--- config.mk ---
export PLATFORM = sky130hd
export DESIGN_NAME = vxe_pipe_3
export DESIGN_NICKNAME = d
export VERILOG_FILES = /design/src/rtl/vxe_pipe_pkg.sv /design/src/rtl/vxe_pipe_stage.sv /design/src/rtl/vxe_pipe_3.sv
export SDC_FILE = /design/constraint.sdc
export NUM_CORES = 1
export LEC_CHECK = 0
export BUFFER_PORTS_ARGS = -buffer_cell sky130_fd_sc_hd__buf_4
export CORE_MARGIN = 2
export CORE_UTILIZATION = 45
export DETAILED_ROUTE_END_ITERATION = 10
export PLACE_DENSITY_LB_ADDON = 0.08
export SETUP_SLACK_MARGIN = 0.1
export SYNTH_ARGS = -nofsm -noshare
export SYNTH_HDL_FRONTEND = slang
export SYNTH_SLANG_ARGS = --single-unit
--- constraint.sdc ---
create_clock -name clk -period 2.5 [get_ports clk]
set_input_delay 0.5 -clock clk [delete_from_list [all_inputs] [get_ports clk]]
set_output_delay 0.5 -clock clk [all_outputs]
set_load 0.05 [all_outputs]
--- src/rtl/vxe_pipe_pkg.sv ---
// Shared defaults and width helper for the VxEngine elastic delay pipe.
package vxe_pipe_pkg;
  localparam int DEF_DATA_WIDTH = 32;
  localparam int DEF_NSTAGES    = 5;

  // Counter must represent 0..nstages inclusive.
  function automatic int cnt_width(input int nstages);
    return $clog2(nstages + 1);
  endfunction
endpackage

--- src/rtl/vxe_pipe_stage.sv ---
// One elastic pipe stage: a valid bit plus payload register, advanced by the ready chain.
module vxe_pipe_stage
  import vxe_pipe_pkg::*;
#(
  parameter int DATA_WIDTH = DEF_DATA_WIDTH
) (
  input  logic                  clk,
  input  logic                  nrst,
  input  logic                  flush_i,
  input  logic                  adv_i,
  input  logic                  vld_i,
  input  logic [DATA_WIDTH-1:0] data_i,
  output logic                  vld_o,
  output logic [DATA_WIDTH-1:0] data_o
);
  logic                  vld_q;
  logic [DATA_WIDTH-1:0] data_q;

  // Payload only moves with a valid token, so bubbles never disturb held data.
  always_ff @(posedge clk or negedge nrst) begin
    if (!nrst) begin
      vld_q  <= 1'b0;
      data_q <= '0;
    end else if (flush_i) begin
      vld_q  <= 1'b0;
    end else if (adv_i) begin
      vld_q <= vld_i;
      if (vld_i) data_q <= data_i;
    end
  end

  assign vld_o  = vld_q;
  assign data_o = data_q;
endmodule

--- src/rtl/vxe_pipe_3.sv ---
// Elastic ready/valid delay line with bubble collapse, synchronous flush and occupancy count.
module vxe_pipe_3
  import vxe_pipe_pkg::*;
#(
  parameter  int DATA_WIDTH = DEF_DATA_WIDTH,
  parameter  int NSTAGES    = DEF_NSTAGES,
  localparam int CNT_WIDTH  = cnt_width(NSTAGES)
) (
  input  logic                  clk,
  input  logic                  nrst,
  output logic                  o_busy,
  output logic [CNT_WIDTH-1:0]  o_count,
  input  logic                  i_flush,
  input  logic [DATA_WIDTH-1:0] i_data,
  input  logic                  i_vld,
  output logic                  o_rdy,
  output logic [DATA_WIDTH-1:0] o_data,
  output logic                  o_vld,
  input  logic                  i_rdy
);
  logic [NSTAGES-1:0]                 v;
  logic [NSTAGES-1:0]                 adv;
  logic [NSTAGES-1:0][DATA_WIDTH-1:0] d;
  logic [CNT_WIDTH-1:0]               cnt_q, cnt_d;
  logic                               in_xfer, out_xfer;

  // A stage may move when it is empty or its successor moves; no skid buffer.
  always_comb begin
    adv = '0;
    adv[NSTAGES-1] = !v[NSTAGES-1] | i_rdy;
    for (int k = NSTAGES - 2; k >= 0; k--) adv[k] = !v[k] | adv[k+1];
  end

  for (genvar k = 0; k < NSTAGES; k++) begin : g_stage
    logic                  vin;
    logic [DATA_WIDTH-1:0] din;
    if (k == 0) begin : g_head
      assign vin = i_vld;
      assign din = i_data;
    end else begin : g_body
      assign vin = v[k-1];
      assign din = d[k-1];
    end
    vxe_pipe_stage #(.DATA_WIDTH(DATA_WIDTH)) u_stage (
      .clk     (clk),
      .nrst    (nrst),
      .flush_i (i_flush),
      .adv_i   (adv[k]),
      .vld_i   (vin),
      .data_i  (din),
      .vld_o   (v[k]),
      .data_o  (d[k])
    );
  end

  assign in_xfer  = i_vld & adv[0];
  assign out_xfer = v[NSTAGES-1] & i_rdy;

  always_comb begin
    cnt_d = cnt_q;
    if (i_flush)                  cnt_d = '0;
    else if (in_xfer & !out_xfer) cnt_d = cnt_q + CNT_WIDTH'(1);
    else if (out_xfer & !in_xfer) cnt_d = cnt_q - CNT_WIDTH'(1);
  end

  always_ff @(posedge clk or negedge nrst) begin
    if (!nrst) cnt_q <= '0;
    else       cnt_q <= cnt_d;
  end

  assign o_rdy   = adv[0];
  assign o_vld   = v[NSTAGES-1];
  assign o_data  = d[NSTAGES-1];
  assign o_busy  = |v;
  assign o_count = cnt_q;
endmodule

==> impl_metrics.ini, run 1 <==
[pwr]
p_clk_share_pct = 31.4
power_leakage_uw = 0.00382
pwr_density_cell_nw_per_um2 = 948
internal_power_uw = 5600
combPwrFrac_pct = 18.0
vdd_drop_max_mv = 0.541
p_sw_uw = 1850
seq_power_share_pct = 50.6
finalPower_uw = 7450
p_sw_share_pct = 24.8

[sta]
setup_tns_ps = 0
hold_viol = 0
finalWorstSetupSlack_ps = 464
max_freq_mhz = 491
period_minus_slack_ps = 2040
max-slew-margin-rel_pct = 57.7
rsz0062_at_grt = no
timing.final.crit_share_pct = 81.4
fin_skew_ps = 4.77
final_max_slew_viol_count = 0
setup_viol = 0
max_slew.worst_pin.slew_ps = 634

[synthesis]
synth_common_cells = 168 x dfrtp_1, 132 x mux2_2, 30 x mux2_4
synth.yosys.seq_area_share_pct = 64.1
synth_cells = 389
synth_top_area_share_pct = 64.1
synthesis.nets = 427
ys_async_sr_fraction_pct = 100
yosysWarningCount = 0
ys_seq_elements = 168
ys_types = 29
synth_area_sq_um = 6560
ys_top_cells_by_area = dfrtp_1 64%, mux2_2 23%, mux2_4 6.9%
synth.largest_area_cell = dfrtp_1
synth-edff-count = 0
synth_most_common_cell = dfrtp_1
avgSynthCellArea_sq_um = 16.9
synth_ff_type = dfrtp_1

[worst_setup_path]
reg2regPathDepth = 8
timing.rr.end = o_count[2]
crit_type = reg2reg
path_max_fanout = 8
endpoint = o_count[2]
worstSetupStartpoint = g_stage[3].u_stage.vld_o
worstReg2RegStart = g_stage[3].u_stage.vld_o
start_kind = flop
cp.arrival_ps = 2370
endpoint_kind = flop
ff2ff_setup_slack_ps = 460
crit_required_ps = 2840

[drt]
drt_pass1_iterations = 4
vias_per_cell = 4.96
wl_mm = 10.7
drc = 0
vias = 3312
drt-initial-drc-count = 153
final_antenna_net_count = 0
routedWlPerCell_um = 16.0

[clocking]
cts.sinks = 168
cts_made_buffers = 17
post_cts_buffers = 0
clk_path_buf_depth = 2
cts_resized = 0
clock_latency_ps = 410
clock-root-buffer = clkbuf_16
path_clk_slew_ps = 60
cts_tree = built
htree_levels = 4

[cells_and_area]
area_delta_synth_final_pct = 19.9
final_nets = 511
seq_area_sq_um = 4210
multi_input_area_sq_um = 2180
fill_cells = 1200
drive_above_1_share_pct = 56.8
antenna_cells = 0

[grt]
grt_max_degree = 71
track_usage_pct = 15.1
grt_pass1_wl_mm = 18.2
antenna_found_initial = 0
grt_remaining_overflow = 0
grt_pass1_vias = 3541

[die]
initial_utilization_pct = 45.6
die_x_um = 125
dieArea_sq_um = 15600
rows = 44
io-pin-count = 75
die_h_um = 125
core-area_sq_um = 14400

[status]
status = finished, final reports clean

[place]
gp_congestion = 0.749
port_buffers = 74
dpl.hpwl_mm = 6.50
dpl_worst_slack_ps = 292

[hold_path]
worstHoldPathType = in2reg
hold_depth = 2

[job]
drv_cap = 0
==> metal layers <==
layer | part of all wire, % | global-route usage, % | up-vias
met5 | 0 | 0 | -
met4 | 1.5 | 5.55 | 0
met3 | 3.7 | 4.60 | 13
met2 | 49 | 23.7 | 55
met1 | 45 | 19.8 | 1704
li1 | - | - | 1540
==> through the flow <==
step	instances	util [%]	cell area (sq um)	hold WS (ps)
floorplan	389	-	6560	204
detailed placement	637	51.0	7330	427
CTS	668	54.7	7870	299
global placement	637	51.0	7330	427
finish	668	54.7	7870	313
global route	668	54.7	7870	296
==> worst max-delay path, stage by stage, from the launching register on <==
cell,delay [ps]
dfrtp_1,480
and4b_1,270
nand3_2,130
and2_1,180
fa_1,380
inv_1,70
o2111ai_1,110
and3b_1,180
nor3_1,150
==> placed cells by master (no fill, tap or decap), types with 2 or more instances in the layout <==
cell / synthesis / final
a21oi_1: 6 / 6
buf_12: 3 / 6
buf_4: 3 / 74
clkbuf_1: 1 / 5
clkbuf_16: 0 / 17
clkbuf_8: 0 / 5
clkinv_2: 0 / 3
dfrtp_1: 168 / 167
inv_1: 6 / 6
mux2_2: 132 / 132
mux2_4: 30 / 30
nand2_1: 5 / 5
nand3b_1: 2 / 2
nor2_1: 7 / 7
==> how the worst min path moves through the flow <==
stage	startpoint	end	slack, ps
global placement	nrst	g_stage[1].u_stage.data_o[3]	430
floorplan	nrst	g_stage[0].u_stage.data_o[0]	200
global route	i_data[16]	g_stage[0].u_stage.data_o[16]	300
CTS	i_data[15]	g_stage[0].u_stage.data_o[15]	300
finish	i_data[16]	g_stage[0].u_stage.data_o[16]	310
detailed placement	nrst	g_stage[1].u_stage.data_o[3]	430
==> power by group through the flow <==
| stage | Sequential [uW] | Clock [uW] | Combinational (uW) |
|---|---|---|---|
| final | 3770 | 2340 | 1340 |
| after global routing | 3880 | 2530 | 1450 |
| after CTS | 3780 | 2410 | 1370 |
| after detailed placement | 3830 | 0 | 1360 |
| after global placement | 3790 | 0 | 1320 |
| after floorplan | 3950 | 0 | 815 |
==> cell families (layout without fill, tap and decap cells) <==
logic type,after synthesis,after routing,synth area share (%)
muxes,162,162,29.5
buffers and inverters,23,118,2.80
DFF,168,168,64.1
AOI/OAI and AO/OA,8,8,0.706
adders and majority gates,1,1,0.305
and+or+nand+nor,27,27,2.54
==> state kept, by name (all words and copies together), names as in the netlist <==
register,count
g_stage.u_stage.data_o,160
o_count,3
g_stage.u_stage.vld_o,5
==> timing repair <==
action	in CTS	in global routing
hold endpoints to repair	34	0
hold buffers	1	0
setup endpoints to repair	0	0
==> area by class of cell <==
| class | instances | share of cell area, % |
|---|---|---|
| timing repair buffer | 82 | 8.86 |
| multi-input combinational | 198 | 27.7 |
| inverter | 6 | 0.286 |
| clock inverter | 3 | 0.191 |
| tap | 184 | 2.93 |
| clock buffer | 27 | 6.52 |
| sequential | 168 | 53.5 |
Power figures use the tool's default switching activity.
==> run 2, diff against run 1 <==
==> constraint.sdc (replaced) <==
create_clock -name clk -period 1.8 [get_ports clk]
set_input_delay 0.36 -clock clk [delete_from_list [all_inputs] [get_ports clk]]
set_output_delay 0.36 -clock clk [all_outputs]
set_load 0.05 [all_outputs]
==> impl_metrics.ini, run 2 (synthesis results as in run 1) <==
[worst_setup_path]
crit_type = reg2out
start_kind = flop
crit_top_cell = buf_6
path_max_fanout = 2
path_delay_family = flip-flops
cp.depth = 4
cp_num_buf_inv = 2
reg2regPathDepth = 6
cp.arrival_ps = 1480
cp_cell_sequence = buf_6, nor4_4, nand2_1, buf_6
crit_path_top_delay_cell = dfrtp_1
endpoint_kind = primary output
critPathMaxStageDelay_ps = 390
crit_required_ps = 1440

[die]
dieArea_sq_um = 15600
rows = 44
die_x_um = 125
io-pin-count = 75
die_h_um = 125
core-area_sq_um = 14400
initial_utilization_pct = 45.6

[grt]
grt_remaining_overflow = 0
grt_max_degree = 63
grt_pass1_wl_mm = 18.6
antenna_found_initial = 0
track_usage_pct = 15.4
grt_pass1_vias = 3579

[clocking]
cts_tree = built
htree_levels = 4
cts.sinks = 168
clock-root-buffer = clkbuf_16
clk_path_buf_depth = 2
path_clk_slew_ps = 60
cts_made_buffers = 17
clock_latency_ps = 420

[sta]
max-slew-margin-rel_pct = 72.8
final_max_slew_viol_count = 0
setup_viol = 3
fin_skew_ps = 6.14
max_freq_mhz = 544
rsz0062_at_grt = yes
timing.final.crit_share_pct = 102
period_minus_slack_ps = 1840
setup_tns_ps = -72.4
hold_slack_ps = 171
hold_viol = 0
finalWorstSetupSlack_ps = -39.6
max_slew.worst_pin.slew_ps = 409

[cells_and_area]
mostFrequentLayoutCells = 167 x dfrtp_1, 98 x mux2_2, 83 x buf_4
final_nets = 540
largest_reg_flops = 160
antenna_cells = 0
area_delta_synth_final_pct = 30.7
utilization_pct = 59.7
final_common_cell = dfrtp_1
post-route-cell-area_sq_um = 8570
stdcell_count = 699
drive_above_1_share_pct = 61.0

[place]
dpl.hpwl_mm = 6.80
gp_congestion = 0.824
placed_cell_area_sq_um = 7540
port_buffers = 74
placedCellCount = 648

[drt]
vias = 3478
final_antenna_net_count = 0
drt_pass1_iterations = 4
routedWlPerCell_um = 17.8
vias_per_cell = 4.98
wl_mm = 12.5
drc = 0
drt-initial-drc-count = 116

[pwr]
power_leakage_uw = 0.00427
pwr_density_cell_nw_per_um2 = 1290
vdd_drop_max_mv = 0.679

[job]
drv_cap = 0

[hold_path]
worstHoldPathType = in2reg
hold_depth = 2

[status]
status = complete, but fails checks
violations = negative setup slack
==> run 2: changes by cell type in the layout (fill, tap and decap cells not counted), moves of 2 or more <==
cell        change
mux2_2         -34
mux2_4         +34
buf_4           +9
buf_6           +7
clkbuf_16       +7
buf_12          +4
bufinv_16       +3
clkinvlp_4      +2
==> run 2: layout make-up <==
cell class	instances	area [sq um]
fillers	1146	5800
flip-flops and latches	168	4210
multi-input cells	198	2360
repair buffers	111	1140
clock buffers	25	495
well taps	184	230
clock inverters	7	115
inverters	6	22.5
==> run 2: path summary, 6_finish.rpt <==
path / end / slack (ps) / startpoint
worst max-delay path: o_busy / -40 / g_stage[0].u_stage.vld_o
worst min-delay path: g_stage[0].u_stage.data_o[16] / 170 / i_data[16]
worst max register to register: o_count[1] / -20 / g_stage[3].u_stage.vld_o
worst min register to register: g_stage[1].u_stage.data_o[1] / 500 / g_stage[0].u_stage.data_o[1]
max in group asynchronous: g_stage[4].u_stage.vld_o / 750 / nrst
min in group asynchronous: g_stage[3].u_stage.data_o[3] / 360 / nrst
==> run 2: where the power goes <==
group          internal (uW)  switching [uW]
logic                   1280             805
clock network           2330            1390
registers               4750             507
total                   8360            2700
==> run 2: through the flow <==
| step | setup WS [ps] | total power (uW) |
|---|---|---|
| global placement | -142 | 7250 |
| global route | -129 | 11600 |
| CTS | -22.6 | 11100 |
| detailed placement | -216 | 7350 |
| finish | -39.6 | 11100 |
| floorplan | -375 | 6740 |
==> run 2: what timing repair did <==
item                                    4_1_cts  5_1_grt
pin swaps                                     5       10
endpoints found under the setup margin       38      102
hold endpoints to repair                     17        0
buffers inserted                              4        5
resized for setup                            16       16
cloned                                        1        9
hold buffers                                  1        0
==> run 2: layer usage <==
metal | global-route usage (%) | wire length [um]
met5 | 0 | 0
met4 | 7.53 | 235
met3 | 3.44 | 474
met2 | 23.4 | 5980
met1 | 21.1 | 5780
==> run 3, diff against run 2 <==
--- a/config.mk
+++ b/config.mk
@@ -13,4 +13,5 @@
 export SETUP_SLACK_MARGIN = 0.1
 export SYNTH_ARGS = -nofsm -noshare
 export SYNTH_HDL_FRONTEND = slang
+export SYNTH_HIERARCHICAL = 1
 export SYNTH_SLANG_ARGS = --single-unit
==> constraint.sdc (replaced) <==
create_clock -name clk -period 2 [get_ports clk]
set_input_delay 0.4 -clock clk [delete_from_list [all_inputs] [get_ports clk]]
set_output_delay 0.4 -clock clk [all_outputs]
set_load 0.05 [all_outputs]
==> impl_metrics.ini, run 3 <==
[sta]
max_slew.worst_pin.slew_ps = 468
fin_skew_ps = 7.98
setup_tns_ps = 0
timing.final.crit_share_pct = 95.9
rsz0062_at_grt = yes
final_max_slew_viol_count = 0
period_minus_slack_ps = 1920
max-slew-margin-rel_pct = 68.8
max_freq_mhz = 521
setup_viol = 0
hold_viol = 0

[synthesis]
synthesis.nets = 423
ys_top_cells_by_area = dfrtp_1 59%, mux2_4 32%, buf_6 2.5%
synth_xor_area_share_pct = 0.123
ys_seq_elements = 168
synthSimpleGateAreaFrac_pct = 2.96
synth_compound_area_share_pct = 0.827
ys_types = 24
synth_cells = 385
ys_async_sr_fraction_pct = 100
synth_top_area_share_pct = 59.1
yosysWarningCount = 6
muxShareOfSynthArea_pct = 34.0
synthAdderAreaFrac_pct = 0.282
synth_top_family_by_area = multiplexers
synth_common_cells = 168 x dfrtp_1, 150 x mux2_4, 16 x buf_6
synth_ff_type = dfrtp_1
synth.yosys.seq_area_share_pct = 59.1
avgSynthCellArea_sq_um = 18.5
synth_most_common_cell = dfrtp_1
synth-edff-count = 0
synth_area_sq_um = 7110
synth.largest_area_cell = dfrtp_1

[grt]
grt_pass1_vias = 3475
grt_remaining_overflow = 0
grt_max_degree = 58
grt_pass1_wl_mm = 18.4
track_usage_pct = 14.5
antenna_found_initial = 0

[clocking]
cts_made_buffers = 17
cts_tree = built
clock-root-buffer = clkbuf_16
clk_path_buf_depth = 2
clock_latency_ps = 420
path_clk_slew_ps = 70
cts.sinks = 168
htree_levels = 4

[worst_setup_path]
crit_top_cell = buf_6
crit_path_top_delay_cell = dfrtp_1
crit_required_ps = 1600
endpoint_kind = primary output
start_kind = flop
crit_type = reg2out
critPathMaxStageDelay_ps = 390
cp_cell_sequence = and4b_2, buf_6, nand3_4, buf_6, buf_8
cp.arrival_ps = 1520
path_max_fanout = 2

[die]
die_x_um = 130
rows = 45
io-pin-count = 75
core-area_sq_um = 15300
die_h_um = 130
dieArea_sq_um = 16800
initial_utilization_pct = 46.4

[drt]
drt-initial-drc-count = 69
drc = 0
vias_per_cell = 4.75
vias = 3386
wl_mm = 10.9
final_antenna_net_count = 0
routedWlPerCell_um = 15.2
drt_pass1_iterations = 3

[place]
dpl.hpwl_mm = 7.54
gp_congestion = 0.738
port_buffers = 74

[pwr]
finalPower_uw = 10400
pwr_density_cell_nw_per_um2 = 1190
vdd_drop_max_mv = 0.709
power_leakage_uw = 0.00460

[status]
status = finished, final reports clean

[hold_path]
worstHoldPathType = in2reg

[cells_and_area]
mostFrequentLayoutCells = 166 x dfrtp_1, 150 x mux2_4, 86 x buf_4
antenna_cells = 0
final_common_cell = dfrtp_1
fill_cells = 1236
largest_reg_flops = 160
final_nets = 527
area_delta_synth_final_pct = 23.7
seq_area_sq_um = 4210
utilization_pct = 57.4
drive_above_1_share_pct = 61.4
multi_input_area_sq_um = 2750

[job]
drv_cap = 0
[run 3: layout make-up]
cell class,count,share of cell area (%)
clock buffer,18,5.00
inverter,3,0.128
timing repair buffer,101,10.3
tap,211,3.00
clock inverter,14,2.48
multi-input combinational,198,31.3
sequential,168,47.8
[run 3: cell families after synthesis]
kind of cell | after synthesis
AO/OA/AOI/OAI | 6
multiplexers | 165
XOR/XNOR | 1
adder cells (fa/ha/maj) | 1
AND/OR/NAND/NOR | 25
buffers and inverters | 19
flip-flops | 168
[run 3: power by group]
| group | switching [uW] | internal, uW | leakage, uW | total [uW] |
|---|---|---|---|---|
| clock | 1330 | 2260 | 0.000313 | 3590 |
| sequential | 520 | 4280 | 0.00211 | 4800 |
| combinational | 699 | 1340 | 0.00218 | 2040 |
| total | 2550 | 7880 | 0.00460 | 10400 |
[run 3: worst max-delay path, delay by kind of cell, from the launching register on]
kind,cells,cell delay [ps]
simple gates,2,340
flops,1,390
buf+inv,3,350
[run 3: path summary, 6_finish.rpt]
path / start / end / slack [ps] / depth (start not counted)
min: i_data[6] / g_stage[0].u_stage/data_o[6] / 200 / 2
max: g_stage[3].u_stage/vld_o / o_rdy / 80 / 5
min in group asynchronous: nrst / g_stage[4].u_stage/data_o[16] / 480 / 2
max reg2reg: g_stage[3].u_stage/vld_o / g_stage[0].u_stage/data_o[23] / 160 / 8
max in group asynchronous: nrst / g_stage[1].u_stage/data_o[8] / 840 / 3
min reg2reg: g_stage[2].u_stage/data_o[26] / g_stage[2].u_stage/data_o[26] / 510 / 1
[run 3: what timing repair did]
action | CTS | global route
hold buffers | 1 | 0
resized for setup | 6 | 0
endpoints found under the setup margin | 2 | 1
hold endpoints to repair | 45 | 0
pin swaps | 1 | 1
setup buffers | 2 | 2
[run 3: stage by stage]
| stage | worst slack (ps) | hold slack, ps | instances | instance area [sq um] |
|---|---|---|---|---|
| after detailed placement | 24.5 | 377 | 676 | 8080 |
| after global routing | 35.1 | 185 | 713 | 8790 |
| final | 82.2 | 199 | 713 | 8790 |
| after global placement | 42.2 | 375 | 676 | 8080 |
| after CTS | 58.5 | 178 | 711 | 8780 |
| after floorplan | 53.4 | 104 | 385 | 7160 |
[run 3: routing by layer]
layer | vias up | GRT usage [%] | part of all wire [%]
met2 | 55 | 22.0 | 49
li1 | 1603 | - | -
met3 | 18 | 3.84 | 3.2
met1 | 1710 | 19.6 | 46
met4 | 0 | 6.64 | 2.0
met5 | - | 0 | 0
